File: src/rtl/pc_branch_unit.sv
// rtl/pc_branch_unit.sv - program counter sequencer with flag-conditioned PC-relative branches
module pc_branch_unit #(
   parameter int              AW       = 10,
   parameter logic [AW-1:0]   RESET_PC = '0
) (
   input  logic          Clock,
   input  logic          Reset_n,
   input  logic          zf,
   input  logic          cf,
   input  logic          flagValid,
   input  logic          step,
   input  logic          brValid,
   input  logic [2:0]    brType,
   input  logic [AW-1:0] brOffset,
   output logic [AW-1:0] pc,
   output logic          zfReg,
   output logic          cfReg,
   output logic          busy,
   output logic          taken,
   output logic          flush
);

   typedef enum logic [1:0] {
      RUN     = 2'd0,
      RESOLVE = 2'd1,
      FLUSH   = 2'd2
   } state_t;

   localparam logic [AW-1:0] PC_ONE = {{(AW-1){1'b0}}, 1'b1};

   state_t        state;
   state_t        stateNext;
   logic [2:0]    brTypeReg;
   logic [AW-1:0] brOffsetReg;
   logic [AW-1:0] pcNext;
   logic          accept;
   logic          condMet;

   // Condition is evaluated on the registered flags, so a capture on the accept edge counts.
   always_comb begin
      condMet = 1'b0;
      case (brTypeReg)
         3'b000: condMet = 1'b1;
         3'b001: condMet = zfReg;
         3'b010: condMet = ~zfReg;
         3'b011: condMet = ~zfReg & ~cfReg;
         3'b100: condMet = cfReg;
         3'b101: condMet = ~cfReg;
         3'b110: condMet = cfReg | zfReg;
         3'b111: condMet = 1'b0;
      endcase
   end

   always_comb begin
      stateNext = state;
      pcNext    = pc;
      accept    = 1'b0;
      case (state)
         RUN: begin
            if (brValid) begin
               accept    = 1'b1;
               stateNext = RESOLVE;
            end else if (step) begin
               pcNext = pc + PC_ONE;
            end
         end
         RESOLVE: begin
            // Modular AW-bit addition is identical to adding the sign-extended offset.
            if (condMet) begin
               pcNext    = pc + brOffsetReg;
               stateNext = FLUSH;
            end else begin
               pcNext    = pc + PC_ONE;
               stateNext = RUN;
            end
         end
         FLUSH: stateNext = RUN;
         default: stateNext = RUN;
      endcase
   end

   always_ff @(posedge Clock or negedge Reset_n) begin
      if (!Reset_n) begin
         state       <= RUN;
         pc          <= RESET_PC;
         zfReg       <= 1'b0;
         cfReg       <= 1'b0;
         brTypeReg   <= 3'b000;
         brOffsetReg <= '0;
      end else begin
         state <= stateNext;
         pc    <= pcNext;
         if (flagValid) begin
            zfReg <= zf;
            cfReg <= cf;
         end
         if (accept) begin
            brTypeReg   <= brType;
            brOffsetReg <= brOffset;
         end
      end
   end

   assign busy  = (state != RUN);
   assign taken = (state == RESOLVE) && condMet;
   assign flush = (state == FLUSH);

endmodule

File: config.mk
export PLATFORM = sky130hd
export DESIGN_NAME = pc_branch_unit
export DESIGN_NICKNAME = d
export VERILOG_FILES = /design/src/rtl/pc_branch_unit.sv
export SDC_FILE = /design/constraint.sdc
export NUM_CORES = 1
export LEC_CHECK = 0
export CORE_ASPECT_RATIO = 0.8
export CORE_UTILIZATION = 45
export DETAILED_ROUTE_END_ITERATION = 12
export PLACE_DENSITY_LB_ADDON = 0.15
export RECOVER_POWER = 100
export SYNTH_ARGS = -nofsm -noshare
export SYNTH_HDL_FRONTEND = slang
export SYNTH_SLANG_ARGS = --single-unit
File: constraint.sdc
create_clock -name Clock -period 2.7 [get_ports Clock]
set_input_delay 0.54 -clock Clock [delete_from_list [all_inputs] [get_ports Clock]]
set_output_delay 0.54 -clock Clock [all_outputs]
set_load 0.05 [all_outputs]
# Word-level counts from Yosys, hierarchy flattened

Cells that the tools add are included.
Widths: inputs -> output; s select.

$add $sub $neg: 2
Eq/ne operators: 12
Muxes and demuxes: 10
Bitwise gates (word level): 4
Reductions and logical operators: 6

Operators by type and width:

| kind                  | number |
|---|---|
| $mux 10               | 3 |
| $pmux 10 s2           | 1 |
| $eq 3x3->1 const B    | 4 |
| $add 10x1->10 const B | 1 |
| $add 10x10->10        | 1 |
| $pmux 1 s8            | 1 |
| $eq 3x2->1 const B    | 2 |
| $ne 2x2->1 const B    | 3 |
| $mux 2                | 2 |
| $pmux 2 s2            | 1 |
| $reduce_bool 2->1     | 2 |
| $eq 3x1->1 const B    | 1 |
| $logic_not 3->1       | 1 |
| $reduce_and 3->1      | 1 |
| $eq 2x1->1 const B    | 1 |
| $eq 2x2->1 const B    | 1 |
| $logic_not 2->1       | 1 |
| $mux 1                | 2 |
| $not 1->1             | 2 |
| $and 1x1->1           | 1 |
| $logic_and 1x1->1     | 1 |
| $or 1x1->1            | 1 |

Bits in registers: 27
Output and inout bits: 15
Word-level logic and storage cells: 40

# Longest topological paths before layout

Word-level depth: 5
Mapped depth: 9
Gate-level depth less buffers: 9

# Worst setup path after synthesis

No wires, ideal clock.

Path type: flip-flop to flip-flop
Start: register pc[0]
End: register pc[8]
Library setup time: 0.126 ns
Arrival: 2.538 ns
Setup slack: 0.036 ns
Stages on the path, launching flop included: 10
Path buffers: 0
Period minus slack after synthesis: 2.664 ns
Cell sequence: dfrtp_1 > ha_1 > fa_1 > a21o_1 > a21o_1 > a21o_1 > a21oi_2 > a21oi_2 > xor2_1 > a221o_1

Word-level cells in the longest chain between the ends: 4
Elaborated cells on any way between the ends: 6
Those cells by class: 2 x add/sub; 4 x mux

RTL lines:

| element                | RTL line | text |
|---|---|---|
| from (decl)            | 15       | `output logic [AW-1:0] pc,` |
| from (signal assigned) | 92       | `pc <= pcNext;` |
| $add 10x1->10          | 64, 73   |  |
| $mux 10                | 63       | `end else if (step) begin` |
| $mux 10                | 60       | `if (brValid) begin` |
| $pmux 10 s2 *          | 58       | `case (state)` |

Every way passes the cells marked *; elsewhere a longest branch is shown, timed or not. The select of a mux whose other input is x is not followed.
A chain may end at the register's enable or synchronous reset.

# Worst setup path in the final report

Ends and elaborated chain as after synthesis.

==> out/metrics.cfg <==
[synth]
yosys.cell_types.count=38
postSynth.asyncResetShare_pct=100
avgSynthCellArea_sq_um=10.1
synth.area.top_cells=sky130_fd_sc_hd__dfrtp_1, sky130_fd_sc_hd__mux2_2, sky130_fd_sc_hd__ha_1
synth.cell_area_sq_mm=0.00162
synthesis.nets=191
ys.warnings.count=0
synth.yosys.seq_area_share_pct=41.8
number_of_enable_flip_flop_cells_after_synthesis=0
synth_area_leader_cell=sky130_fd_sc_hd__dfrtp_1
top_count_cell_post_synth=sky130_fd_sc_hd__dfrtp_1
ys_ff_latch=27
most_frequent_cells_after_synthesis=sky130_fd_sc_hd__dfrtp_1, sky130_fd_sc_hd__a21oi_1, sky130_fd_sc_hd__mux2_2
number_of_cells_produced_by_synthesis=160
ys.flop_type=sky130_fd_sc_hd__dfrtp_1
synth.top_cell.area_share_pct=41.8

[detailed_routing]
detail_route.first_pass.iterations=4
detailroute.wirelength.met2_um=1700
viasPerCell=5.71
drt.antenna.violating_nets=0
vias=1370
wirelength_met1_um=1630
detail_route.wirelength_um=3520
drt_first_iter_violations=91
wl_per_cell_um=14.7
detailroute.wirelength.met3_um=180
drc=0
top_layer_used=met4

[cts]
cts_max_level=1
tritoncts_num_sinks=27
buffers_from_clock_root_to_sink_at_most=2
cts_tree=built
cts-resized-gates=0
post_cts.repair.setup_buffers=0
post_cts_hold_buffer_count=0
clock-root-buffer=sky130_fd_sc_hd__clkbuf_8
worstSkewPairLatency_ps=280
clkTransAtPathRegs_ps=100
cts_inserted_buffers=3

[finish]
drive_gt1_share_pct=13.6
area_delta_synth_final_pct=25.5
filler_cell_count_in_the_final_layout=299
num-nets-final=230
total_inserted_antenna_cells=0
post_layout_nonfiller_instances=240
fin_area_sq_mm=0.00203

[timing]
final-hold-violation-count=0
slew_viol_final=0
max_slew.worst_pin.slew_ps=1450
skew_ps=1.51
worst_slew_margin_rel_pct=3.52
min_period_over_period_pct=94.0
post-route-min-period_ps=2540
final.setup.tns_ps=0
report.final.setup_viol=0
max_freq_mhz=394
rsz0062_at_grt=no

[critical_path]
worstSetupEndpointType=register
worst-endpoint-required_ps=2880
critical-path-max-stage-delay_ps=450
path_class=register to register
critical_path.cell_chain=ha_1 > fa_1 > a21o_1 > a21o_1 > a21o_1 > a21oi_2 > a21oi_1 > xor2_1 > a221o_1
worst_path_most_repeated_cell=sky130_fd_sc_hd__a21o_1
critical_path_buffers_and_inverters=0
critical_path_slowest_stage_cell=sky130_fd_sc_hd__dfrtp_1
critical-path-top-delay-family=compound AO/OA/AOI/OAI gates
worstPathArrival_ps=2710
cp-start-kind=register
crit_path_max_fanout=6

[floorplan]
core-area_sq_mm=0.00342
boundaryPins=35
initial_core_util_pct=47.2
die_area_sq_mm=0.00384
die_w_um=69.0
core.rowCount=19
floorplan.die.height_um=55.6

[run]
cap_violations=0

[placement]
placed_cells=236
dpl.hpwl_um=2660
placed_area_sq_mm=0.00202
placement.io_buffers=34
gp_congestion=0.832

[hold_path]
hp-class=register to register

[global_route]
grt_pass1_wl_um=6090
grt_usage_pct=19.8
grt_antenna_before_repair=0
globalRoute.totalOverflow=0
grt_pass1_vias=1292
grt_start_max_net_pins=28

[power]
pwr_density_cell_mw_per_mm2=1410
static_leak_uw=0.000882
power_uw=2860
vdd_ir_drop_max_mv=0.710

[status]
result_of_the_run=complete, no violations

==> path summary, 6_finish.rpt <==
kind                         start              to  slack (ps)  cells after the start
min in group asynchronous  Reset_n           pc[2]        1110                      2
hold reg to reg              pc[9]           pc[9]         470                      1
setup reg to reg             pc[0]           pc[8]         160                      9
max in group asynchronous  Reset_n  brOffsetReg[7]         750                      2
setup / recovery             pc[0]           pc[8]         160                      9
hold / removal               pc[9]           pc[9]         470                      1
==> layout by cell type (no fill, tap or decap), types with 5 or more instances in the layout <==
cell / synthesis / final
sky130_fd_sc_hd__mux2_2: 15 / 15
sky130_fd_sc_hd__o21ai_0: 7 / 7
sky130_fd_sc_hd__nand2_1: 14 / 14
sky130_fd_sc_hd__dfrtp_1: 27 / 27
sky130_fd_sc_hd__clkdlybuf4s50_1: 0 / 17
sky130_fd_sc_hd__nor2_1: 12 / 12
sky130_fd_sc_hd__a21oi_1: 17 / 18
sky130_fd_sc_hd__dlygate4sd3_1: 0 / 16
sky130_fd_sc_hd__xor2_1: 5 / 5
sky130_fd_sc_hd__ha_1: 10 / 10
sky130_fd_sc_hd__nand3_1: 8 / 8
==> cell families (layout without fill, tap and decap cells) <==
family / count (synthesis) / after routing / share of synthesized area [%]
buffers and inverters: 8 / 46 / 2.48
adder cells (fa/ha/maj): 11 / 11 / 8.98
flip-flops: 27 / 27 / 41.8
AND/OR/NAND/NOR: 50 / 50 / 15.6
AO/OA/AOI/OAI: 40 / 40 / 15.8
XOR/XNOR: 9 / 9 / 4.88
multiplexers: 15 / 15 / 10.4
==> metrics by stage <==
stage | utilization (%) | hold slack [ps] | setup WS, ps
2_1_floorplan | - | 244 | 35.8
3_5_place_dp | 59.1 | 462 | 188
6_report | 59.2 | 467 | 163
4_1_cts | 60.6 | 480 | 178
3_3_place_gp | 59.1 | 459 | 240
5_1_grt | 59.2 | 485 | 47.8
==> flip-flops by register name, summed over array words and instances, names as in the netlist <==
register     cells
pc              10
state            2
zfReg            1
cfReg            1
brOffsetReg     10
brTypeReg        3
==> area by class of cell <==
cell class | count | area, sq um | area share [%]
clock buffer | 3 | 41.3 | 2.04
timing repair buffer | 38 | 354 | 17.5
clock inverter | 1 | 8.76 | 0.432
sequential | 27 | 676 | 33.3
inverter | 4 | 15.0 | 0.740
tap | 42 | 52.6 | 2.59
multi-input combinational | 125 | 881 | 43.4
==> per-layer routing <==
metal  up-vias  track usage (%)
li1        658                -
met1       667             25.9
met5         -                0
met2        43             33.1
met4         0             4.96
met3         2             4.89
==> where the power goes <==
part           switching (uW)  internal [uW]
clock                     144            109
sequential                212            590
combinational            1060            747
total                    1410           1450
==> worst reg2reg max path: cells and delay by family (launching register included) <==
kind	cells	cell delay, ps
compound gates	6	1190
fa+ha+maj	2	660
flops	1	450
xor+xnor	1	150
Note: power is estimated with default switching activity, not from simulation.
